`config.mk`:
```
export PLATFORM = sky130hd
export DESIGN_NAME = pipe_drain_fifo
export DESIGN_NICKNAME = d
export VERILOG_FILES = /design/src/rtl/fasthash_pipe_pkg.sv /design/src/rtl/sync_fifo_fwft.sv /design/src/rtl/pipe_drain_fifo.sv
export SDC_FILE = /design/constraint.sdc
export NUM_CORES = 1
export LEC_CHECK = 0
export ABC_AREA = 1
export ABC_CLOCK_PERIOD_IN_PS = 3500
export BUFFER_PORTS_ARGS = -buffer_cell sky130_fd_sc_hd__buf_2
export CAP_MARGIN = 20
export CORE_MARGIN = 1.5
export CORE_UTILIZATION = 34
export CTS_BUF_LIST = sky130_fd_sc_hd__clkbuf_4 sky130_fd_sc_hd__clkbuf_8
export DETAILED_ROUTE_END_ITERATION = 7
export HOLD_SLACK_MARGIN = 0.12
export PLACE_DENSITY = 0.6
export REMOVE_ABC_BUFFERS = 1
export SLEW_MARGIN = 20
export SYNTH_ARGS = -nofsm -noshare
export SYNTH_HDL_FRONTEND = slang
export SYNTH_SLANG_ARGS = --single-unit
```
`constraint.sdc`:
```
create_clock -name clock -period 3.5 [get_ports clock]
set_input_delay 0.7 -clock clock [delete_from_list [all_inputs] [get_ports clock]]
set_output_delay 0.7 -clock clock [all_outputs]
set_load 0.05 [all_outputs]
```
`src/rtl/fasthash_pipe_pkg.sv`:
```
// Shared widths and types for the hash pipeline drain path.
// Default parameter values and the width helpers used by pipe_drain_fifo.
package fasthash_pipe_pkg;

    localparam int DEF_DATA_WIDTH  = 32;
    localparam int DEF_NPIPE_DEPTH = 3;
    localparam int DEF_FIFO_DEPTH  = 8;

    localparam int PTR_W = $clog2(DEF_FIFO_DEPTH);
    localparam int CNT_W = $clog2(DEF_FIFO_DEPTH + 1);

    typedef logic [DEF_DATA_WIDTH-1:0] data_t;

    // Width needed to hold 0..depth inclusive.
    function automatic int cnt_width(input int depth);
        return $clog2(depth + 1);
    endfunction

endpackage

```
`src/rtl/sync_fifo_fwft.sv`:
```
// First-word-fall-through FIFO with a separate occupancy count.
// Pushes that land on a full FIFO with no pop are dropped and flagged sticky.
module sync_fifo_fwft
    import fasthash_pipe_pkg::*;
#(
    parameter int DATA_WIDTH = DEF_DATA_WIDTH,
    parameter int DEPTH      = DEF_FIFO_DEPTH
) (
    input  logic                          clock,
    input  logic                          reset,
    input  logic                          push,
    input  logic [DATA_WIDTH-1:0]         push_data,
    input  logic                          out_ready,
    output logic                          out_valid,
    output logic [DATA_WIDTH-1:0]         out_data,
    output logic [cnt_width(DEPTH)-1:0]   count,
    output logic                          overflow
);

    localparam int PW = $clog2(DEPTH);
    localparam int CW = cnt_width(DEPTH);
    localparam logic [CW-1:0] FULL_CNT = CW'(DEPTH);

    generate
        if ((1 << PW) != DEPTH) begin : g_pow2_chk
            $error("sync_fifo_fwft: DEPTH must be a power of two");
        end
    endgenerate

    logic [DATA_WIDTH-1:0] mem [DEPTH];
    logic [PW-1:0]         wr_ptr, rd_ptr;
    logic [CW-1:0]         cnt;
    logic                  ovf;
    logic                  full, pop, wr_en, drop;

    assign full  = (cnt == FULL_CNT);
    assign pop   = (cnt != '0) && out_ready;
    // A pop in the same cycle frees the slot, so a full-FIFO push is still legal then.
    assign wr_en = push && (!full || pop);
    assign drop  = push && full && !pop;

    always_ff @(posedge clock) begin
        if (wr_en) mem[wr_ptr] <= push_data;
    end

    always_ff @(posedge clock) begin
        if (reset) begin
            wr_ptr <= '0;
            rd_ptr <= '0;
            cnt    <= '0;
            ovf    <= 1'b0;
        end else begin
            if (wr_en) wr_ptr <= wr_ptr + 1'b1;
            if (pop)   rd_ptr <= rd_ptr + 1'b1;
            case ({wr_en, pop})
                2'b10:   cnt <= cnt + 1'b1;
                2'b01:   cnt <= cnt - 1'b1;
                default: cnt <= cnt;
            endcase
            if (drop) ovf <= 1'b1;
        end
    end

    assign out_valid = (cnt != '0);
    assign out_data  = mem[rd_ptr];
    assign count     = cnt;
    assign overflow  = ovf;

endmodule

```
`src/rtl/pipe_drain_fifo.sv`:
```
// Credit-gated drain for a non-stallable fixed-latency pipeline.
// Credits cover stored plus in-flight words so a stalled consumer never loses data.
module pipe_drain_fifo
    import fasthash_pipe_pkg::*;
#(
    parameter int DATA_WIDTH  = DEF_DATA_WIDTH,
    parameter int NPIPE_DEPTH = DEF_NPIPE_DEPTH,
    parameter int FIFO_DEPTH  = DEF_FIFO_DEPTH
) (
    input  logic                                clock,
    input  logic                                reset,
    input  logic                                issue_valid,
    output logic                                issue_ready,
    input  logic                                pipe_valid,
    input  logic [DATA_WIDTH-1:0]               pipe_data,
    output logic                                out_valid,
    output logic [DATA_WIDTH-1:0]               out_data,
    input  logic                                out_ready,
    output logic [cnt_width(FIFO_DEPTH)-1:0]    fifo_count,
    output logic                                overflow
);

    localparam int CW = cnt_width(FIFO_DEPTH);
    localparam logic [CW-1:0] MAX_CREDITS = CW'(FIFO_DEPTH);

    generate
        if (FIFO_DEPTH <= NPIPE_DEPTH) begin : g_depth_chk
            $error("pipe_drain_fifo: FIFO_DEPTH must exceed NPIPE_DEPTH");
        end
    endgenerate

    logic [CW-1:0] reserved;
    logic          issue_fire, pop_fire;

    // Evaluated from the registered credit count only, so a same-cycle pop cannot free a credit.
    assign issue_ready = (reserved < MAX_CREDITS);
    assign issue_fire  = issue_valid && issue_ready;
    assign pop_fire    = out_valid && out_ready;

    always_ff @(posedge clock) begin
        if (reset) begin
            reserved <= '0;
        end else if (issue_fire && !pop_fire) begin
            reserved <= reserved + 1'b1;
        end else if (!issue_fire && pop_fire) begin
            reserved <= reserved - 1'b1;
        end
    end

    sync_fifo_fwft #(
        .DATA_WIDTH (DATA_WIDTH),
        .DEPTH      (FIFO_DEPTH)
    ) u_fifo (
        .clock     (clock),
        .reset     (reset),
        .push      (pipe_valid),
        .push_data (pipe_data),
        .out_ready (out_ready),
        .out_valid (out_valid),
        .out_data  (out_data),
        .count     (fifo_count),
        .overflow  (overflow)
    );

    a_credit_bound: assert property (@(posedge clock) disable iff (reset)
        reserved <= MAX_CREDITS);
    a_count_le_reserved: assert property (@(posedge clock) disable iff (reset)
        fifo_count <= reserved);

endmodule

```
==> out/results.ini <==
[hold_path]
hold_start=pipe_data[22]
holdPathEnd=u_fifo.mem[7][22]$_DFFE_PP_
min_path_type=in -> reg
whs_path_depth=1

[setup_path]
crit_path_end_kind=output port
cp.arrival_ns=2.41
reg2reg_depth=7
r2r_slack_ns=1.21
r2r_start=u_fifo.count[1]$_SDFFE_PP0P_
worstSetupStartpointType=flip-flop
path_class=reg -> out
crit_required_ns=2.80
crit_fanout=128
rr_endpoint=u_fifo.mem[1][5]$_DFFE_PP_

[power]
powerDensity_nw_per_um2=743
ir_drop_uv=559
pwr-share-comb=0.300
p_clk_frac=0.283
p_int_mw=6.01
total_power_mw=9.40
p_leak_nw=4.50
seqPwrFrac=0.417
sw_frac_of_total=0.360
switchingPower_mw=3.39

[logic_synthesis]
yosysWarnings=0
ys_seq_elements=274
synth_commonest_cells=edfxtp_1 (256), nor2_1 (152), nand2_1 (120)
synth_top_cell_area_share=0.704
synthFlopType=edfxtp_1
synth_cells=856
yosysUniqueCellTypes=25
yosysMostFrequentCell=edfxtp_1
syn_area_per_cell_um2=12.7
synth_edf_count=256
yosysTopAreaCell=edfxtp_1
synth-async-reset-ratio=0
ys_seq_area_frac=0.737
syn_area_um2=10900
netlist_top_cells_area=edfxtp_1 (70%), o21ai_0 (5.3%), nor2_1 (5.2%)

[route]
drt_iter0_drc=559
drtPass1Iterations=5
vias_per_cell=4.84
routed_wl_mm=23.5
drc=0
wl_per_cell_um=17.0
ant_nets=0
vias=6704

[sta]
worst_pin_slew_ns=0.730
rsz0062_at_grt=false
drv_slew=0
min_period_ns=3.11
fin_skew_ns=0.0252
hold_viol=0
slew_headroom=0.513
timing.final.crit_share=0.889
setup_violations=0
fmax_mhz=321

[placed_design]
place_congestion=0.760
post_dp_cell_area_um2=11800
io_buffers=75
hpwl_mm=13.7

[final_layout]
area_delta_synth_final_pct=16.0
drive_gt1_frac=0.178
finalInstanceArea_um2=12700
fin_nets=994
final_util=0.401

[clocking]
numCtsBuffers=43
clk_pin_slew_ns=0.06
cts.path.max_buffers=3
cts_tree=built
clock_latency_ns=0.55
cts-htree-levels=2
cts_setup_buffers=0
cts.sinks=274
cts_hold_buffers=0
cts_resized=0
root_buffer=clkbuf_8

[global_route]
grt_max_degree=129
grt_overflow=0
grt_pass1_vias=6660
grt_antenna_before_repair=3
grt_usage=0.143
grt_pass1_wl_mm=37.3

[floorplanning]
die_h_um=182
io-pin-count=76
fp.dieW_um=182
rows=65
initial_core_util=0.346
core_area_um2=31600
dieArea_um2=33200

[job]
max_cap_viol_count=0

[status]
status=finished clean

[cell families (layout without fill, tap and decap cells)]
logic type / count (synthesis) / after routing / synth area share
AOI/OAI and AO/OA: 182 / 182 / 0.0871
adders and majority gates: 9 / 9 / 0.0110
DFF: 274 / 274 / 0.737
and+or+nand+nor: 282 / 282 / 0.0985
muxes: 32 / 32 / 0.0294
buffers and inverters: 72 / 197 / 0.0326
xor gates and xnor gates: 5 / 5 / 0.00401
other: 0 / 3 / 0
[per-layer routing]
metal  global-route usage  vias to the layer above  routed length [um]  share of wire
li1                     -                     3252                   -              -
met5                    0                        -                  13        0.00055
met3               0.0341                       31                1330          0.056
met2                0.223                      147               10700           0.46
met1                0.201                     3272               11100           0.47
met4               0.0393                        2                 337          0.014
[worst max-delay path by stage]
stage | depth (start not counted) | to | slack [ns]
after floorplan | 5 | out_data[13] | -2.63
after global placement | 8 | u_fifo.mem[1][15]$_DFFE_PP_ | 0.91
after detailed placement | 7 | u_fifo.mem[4][19]$_DFFE_PP_ | 0.91
after CTS | 6 | out_data[23] | 0.35
after global routing | 6 | out_data[23] | 0.18
final | 6 | out_data[27] | 0.39
[stage by stage]
stage | hold WS, ns | instances | setup WS, ns | TNS (ns)
2_1_floorplan | 0.451 | 810 | -2.63 | -83.80
3_3_place_gp | 0.439 | 1305 | 0.907 | 0
3_5_place_dp | 0.469 | 1305 | 0.910 | 0
4_1_cts | 0.400 | 1383 | 0.350 | 0
5_1_grt | 0.414 | 1384 | 0.179 | 0
6_report | 0.425 | 1386 | 0.387 | 0
[worst max-delay path, cell delays in order (launching register included)]
cell,delay [ns]
dfxtp_4,0.36
buf_12,0.39
o21ai_0,0.19
o22ai_1,0.21
nand2_1,0.15
nand2_1,0.12
buf_2,0.27
[state kept, by name, indices dropped and copies added, names as in the netlist, named ones only]
register,count
reserved,4
u_fifo.count,4
u_fifo.mem,256
u_fifo.overflow,1
u_fifo.rd_ptr,3
u_fifo.wr_ptr,3
[power groups by stage]
stage                     Clock (mW)  Sequential (mW)  Combinational [mW]
after floorplan                    0             4.17                1.89
after global placement             0             3.99                2.82
after detailed placement           0             3.99                2.85
after CTS                       2.71             3.93                2.86
after global routing            2.86             3.95                3.12
final                           2.66             3.92                2.82
[cell type report]
cell class              instances  area (um^2)
fillers                      2972        18900
diodes                          3         7.51
well taps                     402          503
inverters                      26         97.6
multi-input cells             510         2570
clock buffers                  64          768
repair buffers                 93          561
flip-flops and latches        274         8060
clock inverters                14         91.3
[cells in the final DEF, fill, tap and decap left out, types with 15 or more instances in the layout]
master	synthesis	layout
mux2i_1	32	32
clkbuf_4	0	18
dfxtp_1	18	15
buf_2	13	75
o21ai_1	24	24
clkbuf_8	0	46
edfxtp_1	256	256
nor2_1	152	144
inv_1	26	25
nand2_1	120	120
o21ai_0	115	115
o22ai_1	32	32
No activity file was read; power rests on OpenSTA's default activity.
